$ cat src/rtl/uart_pkg.sv
// Shared definitions for the UART transmit engine: FSM encoding and frame constants.
package uart_pkg;

  localparam int DIV_W_DEFAULT = 16;
  localparam int DATA_BITS     = 8;
  localparam logic IDLE_LEVEL  = 1'b1;

  typedef enum logic [2:0] {
    S_IDLE   = 3'd0,
    S_START  = 3'd1,
    S_DATA   = 3'd2,
    S_PARITY = 3'd3,
    S_STOP   = 3'd4
  } state_e;

endpackage

$ cat src/rtl/uart_baud_gen.sv
// Bit-period down-counter: loads a divisor and counts to zero, where it holds and flags tick.
module uart_baud_gen #(
  parameter int DIV_W = 16
) (
  input  logic             clk_i,
  input  logic             rst_ni,
  input  logic             load_i,
  input  logic [DIV_W-1:0] div_i,
  output logic             tick_o
);

  logic [DIV_W-1:0] cnt_q;

  always_ff @(posedge clk_i) begin
    if (!rst_ni) begin
      cnt_q <= '0;
    end else if (load_i) begin
      cnt_q <= div_i;
    end else if (cnt_q != '0) begin
      cnt_q <= cnt_q - 1'b1;
    end
  end

  assign tick_o = (cnt_q == '0);

endmodule

$ cat src/rtl/uart_tx_engine.sv
// UART transmitter: start, 8 data bits LSB first, optional even parity, one stop bit.
// Handshake: a frame starts on a rising edge of ctl_i[0] seen while idle (or in the done_o cycle);
// busy_o covers every START..STOP cycle, done_o pulses once on return to idle, requests while busy are dropped.
module uart_tx_engine
  import uart_pkg::*;
#(
  parameter int DIV_W = DIV_W_DEFAULT
) (
  input  logic             clk_i,
  input  logic             rst_ni,
  input  logic [1:0]       ctl_i,
  input  logic [7:0]       tx_data_i,
  input  logic [DIV_W-1:0] baud_div_i,
  output logic             tx_o,
  output logic             busy_o,
  output logic             done_o,
  output logic [2:0]       dbg_state_o
);

  state_e           state_q, state_d;
  logic             req_q;
  logic             tx_q, tx_d;
  logic             done_q, done_d;
  logic [7:0]       data_q, data_d;
  logic             par_q, par_d;
  logic [DIV_W-1:0] div_q, div_d;
  logic [2:0]       idx_q, idx_d;
  logic             start_req;
  logic             load;
  logic [DIV_W-1:0] load_val;
  logic             tick;

  assign start_req = ctl_i[0] & ~req_q;

  uart_baud_gen #(.DIV_W(DIV_W)) u_baud (
    .clk_i  (clk_i),
    .rst_ni (rst_ni),
    .load_i (load),
    .div_i  (load_val),
    .tick_o (tick)
  );

  always_comb begin
    state_d  = state_q;
    tx_d     = tx_q;
    done_d   = 1'b0;
    data_d   = data_q;
    par_d    = par_q;
    div_d    = div_q;
    idx_d    = idx_q;
    load     = 1'b0;
    load_val = div_q;
    unique case (state_q)
      S_IDLE: begin
        tx_d = IDLE_LEVEL;
        if (start_req) begin
          state_d  = S_START;
          tx_d     = 1'b0;
          data_d   = tx_data_i;
          par_d    = ctl_i[1];
          div_d    = baud_div_i;
          load     = 1'b1;
          load_val = baud_div_i;
        end
      end
      S_START: begin
        if (tick) begin
          state_d = S_DATA;
          tx_d    = data_q[0];
          idx_d   = 3'd0;
          load    = 1'b1;
        end
      end
      S_DATA: begin
        if (tick) begin
          load = 1'b1;
          if (idx_q == 3'(DATA_BITS - 1)) begin
            idx_d = 3'd0;
            if (par_q) begin
              state_d = S_PARITY;
              tx_d    = ^data_q;
            end else begin
              state_d = S_STOP;
              tx_d    = IDLE_LEVEL;
            end
          end else begin
            idx_d = idx_q + 3'd1;
            tx_d  = data_q[idx_q + 3'd1];
          end
        end
      end
      S_PARITY: begin
        if (tick) begin
          state_d = S_STOP;
          tx_d    = IDLE_LEVEL;
          load    = 1'b1;
        end
      end
      S_STOP: begin
        // Counter is left at zero here so it rests idle without reloading.
        if (tick) begin
          state_d = S_IDLE;
          tx_d    = IDLE_LEVEL;
          done_d  = 1'b1;
        end
      end
      default: state_d = S_IDLE;
    endcase
  end

  always_ff @(posedge clk_i) begin
    if (!rst_ni) begin
      state_q <= S_IDLE;
      req_q   <= 1'b0;
      tx_q    <= IDLE_LEVEL;
      done_q  <= 1'b0;
      data_q  <= '0;
      par_q   <= 1'b0;
      div_q   <= '0;
      idx_q   <= '0;
    end else begin
      state_q <= state_d;
      req_q   <= ctl_i[0];
      tx_q    <= tx_d;
      done_q  <= done_d;
      data_q  <= data_d;
      par_q   <= par_d;
      div_q   <= div_d;
      idx_q   <= idx_d;
    end
  end

  assign tx_o        = tx_q;
  assign busy_o      = (state_q != S_IDLE);
  assign done_o      = done_q;
  assign dbg_state_o = state_q;

endmodule

$ cat config.mk
export PLATFORM = sky130hd
export DESIGN_NAME = uart_tx_engine
export DESIGN_NICKNAME = d
export VERILOG_FILES = /design/src/rtl/uart_pkg.sv /design/src/rtl/uart_baud_gen.sv /design/src/rtl/uart_tx_engine.sv
export SDC_FILE = /design/constraint.sdc
export NUM_CORES = 1
export LEC_CHECK = 0
export ABC_AREA = 0
export CAP_MARGIN = 20
export CELL_PAD_IN_SITES_DETAIL_PLACEMENT = 1
export CELL_PAD_IN_SITES_GLOBAL_PLACEMENT = 1
export CORE_MARGIN = 10
export CORE_UTILIZATION = 40
export CTS_CLUSTER_DIAMETER = 40
export DETAILED_ROUTE_END_ITERATION = 8
export PLACE_DENSITY_LB_ADDON = 0.3
export SETUP_SLACK_MARGIN = 0.4
export SKIP_CTS_REPAIR_TIMING = 1
export SLEW_MARGIN = 0
export SYNTH_ARGS = -nofsm -noshare
export SYNTH_HDL_FRONTEND = slang
export SYNTH_HIERARCHICAL = 1
export SYNTH_SLANG_ARGS = --single-unit
$ cat constraint.sdc
create_clock -name clk_i -period 5.7 [get_ports clk_i]
set_input_delay 1.425 -clock clk_i [delete_from_list [all_inputs] [get_ports clk_i]]
set_output_delay 1.425 -clock clk_i [all_outputs]
set_load 0.1 [all_outputs]
==> impl_metrics.ini, run 1 <==
[min_path]
holdCritStartpoint = data_q[2]
holdPathEnd = data_q[2]
hold_class = flip-flop to flip-flop
min_path_cells = 2

[setup_path]
worstPathCellList = inv_1 -> ha_1 -> or3b_1 -> or4_4 -> nor2_1 -> mux2i_1 -> nor2_1 -> clkinv_1 -> o221ai_1 -> nor3_1
end_kind = flip-flop
crit_path_top_delay_cell = or4_4
cp.required_ns = 5.88
reg2reg_to = u_baud/cnt_q[13]
crit_buf_inv = 2
crit_top_cell = nor2_1
reg2reg_depth = 10
cp.arrival_ns = 4.25
crit-reg2reg-launch = u_baud/cnt_q[0]
critical-path-top-delay-family = simple AND/OR/NAND/NOR gates
critPathMaxStageDelay_ns = 0.67
cp-start-kind = flip-flop
path_class = flip-flop to flip-flop
crit_fanout = 15
reg2reg_slack_ns = 1.63

[yosys]
syn_avg_cell_area_um2 = 8.222
synth.area.top_cells = dfxtp_1 39%, nand2_1 12%, and2_1 4.3%
synth_cell_types = 57
synthArstFlopShare = 0
syn_area_um2 = 2590
synthFlopType = dfxtp_1
yosys.area.top_type = dfxtp_1
syn-num-nets = 346
synthTopCellsByCount = 86 x nand2_1, 50 x dfxtp_1, 18 x and2_1, 14 x o21ai_0
synth-edff-count = 0
synth_seq_cells = 50
yosysSeqAreaShare = 0.3865
synth_top_area_share = 0.3865
synth_most_common_cell = nand2_1
yosysWarnings = 6
syn_inst = 315

[timing]
period_minus_slack_ns = 4.071
fin_hold_ws_ns = 0.4884
rsz0062_at_grt = no
timing.fmax_ghz = 0.2456
setup_viol = 0
worstMarginPinSlew_ns = 0.9758
hold_violations = 0
tns_ns = 0
maxSlewHeadroom = 0.3474
clock_skew_ns = 0.007984
finalMaxSlewViolations = 0
worst_slack_ns = 1.629
post-route-period-util = 0.7143

[drt]
wl_um = 6268
ant_nets = 0
wl_per_cell_um = 15.10
drc = 0
firstDrtPassIters = 4
drt-initial-drc-count = 107
via_count = 2170
via_per_inst = 5.229

[finish]
syn_to_final_growth_pct = 17.39
utilization = 0.4816
layout.cells.non_filler = 415
drive_above_1_share = 0.06213
fin_area_um2 = 3040
final_nets = 369
diodes = 0

[die]
num_rows = 29
fp.dieH_um = 100.5
start_util = 0.4102
core_area_um2 = 6314
dieWidth_um = 100.5
io_pins = 34
dieArea_um2 = 10090

[power]
total_power_mw = 1.595
powerDensity_nw_per_um2 = 524.6
vdd_drop_max_mv = 0.2721
leakagePower_nw = 1.172

[cts]
cts_root_buffer = clkbuf_8
cts_tree = built
numCtsBuffers = 5
cts.sinks = 50
cts_htree_levels = 2
clockBufferDepth = 2
clock_latency_ns = 0.30
clk_pin_slew_ns = 0.09

[placed_design]
dp_hpwl_um = 4517
post-place-cells = 408
preCtsSetupSlack_ns = 1.730
place.gp.congestion = 0.7740
place_area_um2 = 2928
placement.io_buffers = 33

[flow_run]
drv_cap = 0

[global_route]
grt_start_max_net_pins = 33
grt-ovfl-total = 0
antenna_found_initial = 0
grt_first_pass_wirelength_um = 10920
grt_pass1_vias = 2245
grtUsageTotal = 0.1289

[status]
run_status = completed
[worst max-delay path by stage]
stage / from / to / slack [ns] / depth (start not counted)
6_report: u_baud/cnt_q[0] / u_baud/cnt_q[13] / 1.63 / 10
5_1_grt: u_baud/cnt_q[0] / u_baud/cnt_q[13] / 1.34 / 10
4_1_cts: u_baud/cnt_q[0] / u_baud/cnt_q[13] / 1.69 / 10
3_5_place_dp: u_baud/cnt_q[0] / u_baud/cnt_q[13] / 1.73 / 10
3_3_place_gp: u_baud/cnt_q[0] / u_baud/cnt_q[15] / 1.90 / 10
2_1_floorplan: u_baud/cnt_q[0] / u_baud/cnt_q[13] / 2.40 / 14
[where the power goes]
part,internal (mW),switching [mW]
Clock,0.141,0.115
Sequential,0.434,0.0885
Combinational,0.311,0.507
[routing by layer]
layer  wire, um  track usage  up-vias
met5          0            0        -
met1       3212       0.1714     1008
met2       2775       0.2033       31
li1           -            -     1125
met3        196      0.02743        6
met4         84      0.03913        0
[placed cells by master, fill, tap and decap left out, types with 5 or more instances in the layout]
cell,instances
inv_1,5
dfxtp_1,50
clkbuf_8,6
o21ai_0,14
nand2_1,86
a21boi_1,12
nor3_1,9
nor2b_1,6
and2_1,18
xnor2_1,12
nor2_1,11
clkdlybuf4s50_1,33
a21oi_1,6
nand3_1,6
[worst reg2reg max path, stage by stage (launching register included)]
cell	delay, ns
dfxtp_1	0.34
inv_1	0.08
ha_1	0.21
or3b_1	0.44
or4_4	0.67
nor2_1	0.49
mux2i_1	0.18
nor2_1	0.67
clkinv_1	0.51
o221ai_1	0.31
nor3_1	0.07
[registers in the layout, summed over array words and instances, names as in the netlist]
name	count
data_q	8
dbg_state_o	3
div_q	16
done_o	1
idx_q	3
par_q	1
req_q	1
tx_o	1
u_baud/cnt_q	16
[cells by family (layout without fill, tap and decap cells)]
logic type | Yosys count | after routing | share of synthesized area
XOR/XNOR | 17 | 17 | 0.06329
multiplexers | 5 | 5 | 0.03044
flip-flops | 50 | 50 | 0.3865
adder cells (fa/ha/maj) | 3 | 3 | 0.01449
AND/OR/NAND/NOR | 159 | 159 | 0.3010
AO/OA/AOI/OAI | 55 | 55 | 0.1541
buffers and inverters | 26 | 49 | 0.05024
[final cells by class]
type                       instances  area (um^2)
multi-input combinational        239         1459
fill                             770         3273
tap                               77        96.34
clock inverter                     1        30.03
sequential                        50         1001
clock buffer                       6        82.58
timing repair buffer              35        345.3
inverter                           7        26.28
Power figures use the tool's default switching activity.
==> run 2, diff against run 1 <==
==> constraint.sdc (replaced) <==
create_clock -name clk_i -period 3.9 [get_ports clk_i]
set_input_delay 0.975 -clock clk_i [delete_from_list [all_inputs] [get_ports clk_i]]
set_output_delay 0.975 -clock clk_i [all_outputs]
set_load 0.1 [all_outputs]
==> impl_metrics.ini, run 2 (synthesized netlist as in run 1, its figures left out) <==
[status]
run_status = completed

[drt]
via_count = 2189
wl_um = 6372
drc = 0
ant_nets = 0
drt-initial-drc-count = 121
via_per_inst = 5.200
wl_per_cell_um = 15.14
firstDrtPassIters = 4

[setup_path]
path_class = flip-flop to flip-flop
cp.required_ns = 4.13
startpoint = u_baud/cnt_q[0]
critPathMaxStageDelay_ns = 0.66
reg2reg_to = u_baud/cnt_q[13]
crit_buf_inv = 3
cp.arrival_ns = 3.48
cp-start-kind = flip-flop
critical-path-top-delay-family = simple AND/OR/NAND/NOR gates
crit_path_top_delay_cell = or4_4
crit-reg2reg-launch = u_baud/cnt_q[0]
reg2reg_depth = 12
worstPathCellList = inv_1 -> ha_1 -> or3b_1 -> or4_4 -> nor2_1 -> buf_4 -> mux2i_1 -> nor2_1 -> buf_4 -> and2_1 -> a221oi_1 -> nor3_1
end_kind = flip-flop
crit_fanout = 15
reg2reg_slack_ns = 0.65

[finish]
syn_to_final_growth_pct = 18.36
layout_commonest_cell = nand2_1
top_regs = div_q: 16 flops, u_baud/cnt_q: 16 flops, data_q: 8 flops
drive_above_1_share = 0.08721
final_nets = 374
mostFrequentLayoutCells = 86 x nand2_1, 50 x dfxtp_1, 29 x clkdlybuf4s50_1
diodes = 0

[min_path]
holdPathEnd = data_q[6]
hold_class = flip-flop to flip-flop
min_path_cells = 2
holdCritStartpoint = data_q[6]

[die]
core_area_um2 = 6314
dieWidth_um = 100.5
io_pins = 34
fp.dieH_um = 100.5
start_util = 0.4102
num_rows = 29
dieArea_um2 = 10090

[placed_design]
placement.io_buffers = 33
place.gp.congestion = 0.7895
dp_hpwl_um = 4736

[global_route]
grtUsageTotal = 0.1308
grt_first_pass_wirelength_um = 11030
grt_pass1_vias = 2257
grt-ovfl-total = 0
grt_start_max_net_pins = 24
antenna_found_initial = 0

[cts]
cts_htree_levels = 2
clockBufferDepth = 2
cts_root_buffer = clkbuf_8
clk_pin_slew_ns = 0.10
clock_latency_ns = 0.31
numCtsBuffers = 5
cts.sinks = 50
cts_tree = built

[timing]
period_minus_slack_ns = 3.246
tns_ns = 0
post-route-period-util = 0.8323
worstMarginPinSlew_ns = 0.9769
finalMaxSlewViolations = 0
rsz0062_at_grt = no
clock_skew_ns = 0.006032
timing.fmax_ghz = 0.3081
maxSlewHeadroom = 0.3467
hold_violations = 0
setup_viol = 0

[flow_run]
drv_cap = 0

[power]
total_power_mw = 2.356
leakagePower_nw = 1.198
vdd_drop_max_mv = 0.4270
powerDensity_nw_per_um2 = 768.7
==> run 2: through the flow <==
stage / setup slack, ns / hold WS, ns / cell area (um^2) / util / instances
2_1_floorplan: 0.6026 / 0.4453 / 2590 / - / 315
3_3_place_gp: 0.8287 / 0.4617 / 2955 / 0.4681 / 413
3_5_place_dp: 0.6913 / 0.4797 / 2955 / 0.4681 / 413
4_1_cts: 0.6463 / 0.4934 / 3065 / 0.4855 / 421
5_1_grt: 0.4399 / 0.5133 / 3065 / 0.4855 / 421
6_report: 0.6539 / 0.4892 / 3065 / 0.4855 / 421
==> run 2: routing by layer <==
metal,wire length [um],part of all wire,track usage
met5,0,0,0
met4,86,0.013,0.04239
met3,263,0.041,0.03018
met2,2903,0.46,0.2132
met1,3118,0.49,0.1659
==> run 2: power breakdown <==
part / leakage, nW / total, mW / switching [mW] / internal, mW
Clock: 0.0514 / 0.374 / 0.182 / 0.192
Combinational: 0.737 / 1.22 / 0.745 / 0.473
Sequential: 0.410 / 0.764 / 0.131 / 0.634
==> run 2: worst max-delay path by stage <==
stage | endpoint | slack [ns] | cells past startpoint
finish | u_baud/cnt_q[13] | 0.65 | 12
floorplan | u_baud/cnt_q[13] | 0.60 | 14
CTS | u_baud/cnt_q[13] | 0.65 | 12
global placement | u_baud/cnt_q[15] | 0.83 | 12
detailed placement | u_baud/cnt_q[15] | 0.69 | 12
global route | u_baud/cnt_q[13] | 0.44 | 12
==> run 2: layout make-up <==
class	count	area, um^2
well taps	77	96.34
multi-input cells	239	1459
flip-flops and latches	50	1001
clock buffers	6	72.57
fillers	782	3248
repair buffers	40	372.9
inverters	7	26.28
clock inverters	2	37.54
==> run 2: worst reg2reg max path: stages (launching register included) <==
cell      delay [ns]
dfxtp_1         0.35
inv_1           0.09
ha_1            0.21
or3b_1          0.44
or4_4           0.66
nor2_1          0.14
buf_4           0.18
mux2i_1         0.10
nor2_1          0.11
buf_4           0.20
and2_1          0.35
a221oi_1        0.15
nor3_1          0.21
==> run 3, diff against run 2 <==
==> constraint.sdc (replaced) <==
create_clock -name clk_i -period 3.2 [get_ports clk_i]
set_input_delay 0.8 -clock clk_i [delete_from_list [all_inputs] [get_ports clk_i]]
set_output_delay 0.8 -clock clk_i [all_outputs]
set_load 0.1 [all_outputs]
==> impl_metrics.ini, run 3 (synthesized netlist as in run 1, its figures left out) <==
[cts]
clock_latency_ns = 0.31
clockBufferDepth = 2
cts_tree = built
numCtsBuffers = 5
cts_root_buffer = clkbuf_8
clk_pin_slew_ns = 0.10
cts.sinks = 50
cts_htree_levels = 2

[setup_path]
path_class = flip-flop to flip-flop
end_kind = flip-flop
cp.arrival_ns = 2.92
crit_path_top_delay_cell = or4_4
cp-start-kind = flip-flop
crit_top_cell = nor2_4
cp.required_ns = 3.39
critPathMaxStageDelay_ns = 0.60
worstPathCellList = inv_2 -> ha_4 -> or3b_4 -> or4_4 -> nor2_4 -> mux2i_4 -> nor2_4 -> buf_2 -> buf_4 -> a21oi_1 -> o21ai_0 -> a21boi_1
crit_fanout = 7

[timing]
setup_viol = 0
rsz0062_at_grt = no
tns_ns = 0
clock_skew_ns = 0.007674
fin_hold_ws_ns = 0.4969
maxSlewHeadroom = 0.5191
finalMaxSlewViolations = 0
period_minus_slack_ns = 2.728
timing.fmax_ghz = 0.3666
worstMarginPinSlew_ns = 0.7147
hold_violations = 0
post-route-period-util = 0.8525

[global_route]
grt-ovfl-total = 0
grtUsageTotal = 0.1354
antenna_found_initial = 0
grt_pass1_vias = 2291
grt_start_max_net_pins = 20
grt_first_pass_wirelength_um = 11370

[die]
dieArea_um2 = 10090
start_util = 0.4102
io_pins = 34
num_rows = 29
core_area_um2 = 6314
fp.dieH_um = 100.5
dieWidth_um = 100.5

[finish]
drive_above_1_share = 0.1610
multi_input_area_um2 = 1523
n_fill_cell = 781
layout_commonest_cell = nand2_1
diodes = 0
final_nets = 384
top_regs = div_q: 16 flops, u_baud/cnt_q: 16 flops, data_q: 8 flops
mostFrequentLayoutCells = 86 x nand2_1, 48 x dfxtp_1, 27 x clkdlybuf4s50_1
seq_area_um2 = 1003
syn_to_final_growth_pct = 23.86

[power]
vdd_drop_max_mv = 0.5963
leakagePower_nw = 1.251
powerDensity_nw_per_um2 = 967.1

[drt]
via_count = 2297
ant_nets = 0
wl_um = 6864
firstDrtPassIters = 4
drc = 0
wl_per_cell_um = 15.93
drt-initial-drc-count = 69
via_per_inst = 5.329

[placed_design]
dp_hpwl_um = 4883
place.gp.congestion = 0.7522
placement.io_buffers = 33

[min_path]
hold_class = flip-flop to flip-flop

[status]
run_status = completed

[flow_run]
drv_cap = 0
-- run 3: cell count changes in the layout (fill, tap and decap cells not counted), moves of 2 or more --
cell and change:
nor2_1 -2, dfxtp_1 -2, nand3_1 -3, inv_2 +2, inv_1 -2, nand3_2 +3, dfxtp_2 +2, clkdlybuf4s50_1 -2
nor2_4 +2, buf_4 +10
-- run 3: report_power, final --
part | leakage, nW | internal (mW) | switching (mW)
logic | 0.789 | 0.708 | 1.00
registers | 0.410 | 0.775 | 0.166
clock network | 0.0514 | 0.234 | 0.219
total | 1.25 | 1.72 | 1.39
-- run 3: critical path: cells and delay by family, from the launching register on --
family          cells  cell delay [ns]
compound gates      3             0.31
flops               1             0.35
fa+ha+maj           1             0.14
mux                 1             0.10
simple gates        4             1.30
buf+inv             3             0.40
-- run 3: routing by layer --
layer | share of wire | global-route usage | vias up
met5 | 0 | 0 | -
met4 | 0.015 | 0.03804 | 0
met3 | 0.044 | 0.03292 | 11
met2 | 0.47 | 0.2265 | 43
met1 | 0.47 | 0.1684 | 1084
li1 | - | - | 1159
-- run 3: metrics by stage --
step	cell area [um^2]	setup WS, ns	power, mW	utilization	instances
after CTS	3100	0.2244	2.922	0.4911	423
after global placement	2990	0.3373	2.410	0.4736	415
after detailed placement	2990	0.2630	2.460	0.4736	415
final	3208	0.4720	3.102	0.5081	431
after floorplan	2636	0.4180	2.173	-	315
after global routing	3208	0.3517	3.346	0.5081	431
-- run 3: path summary, 6_finish.rpt --
path / start / end / slack (ns) / depth (start not counted)
worst min-delay path: data_q[2] / data_q[2] / 0.50 / 2
worst min register to register: data_q[2] / data_q[2] / 0.50 / 2
worst max register to register: u_baud/cnt_q[1] / u_baud/cnt_q[3] / 0.47 / 12
worst max-delay path: u_baud/cnt_q[1] / u_baud/cnt_q[3] / 0.47 / 12
-- run 3: final cells by class --
cell class / instances / share of cell area
Tap cell: 77 / 0.03003
Inverter: 7 / 0.009750
Clock buffer: 6 / 0.02262
Timing Repair Buffer: 50 / 0.1385
Sequential cell: 50 / 0.3128
Multi-Input combinational cell: 239 / 0.4746
Clock inverter: 2 / 0.01170
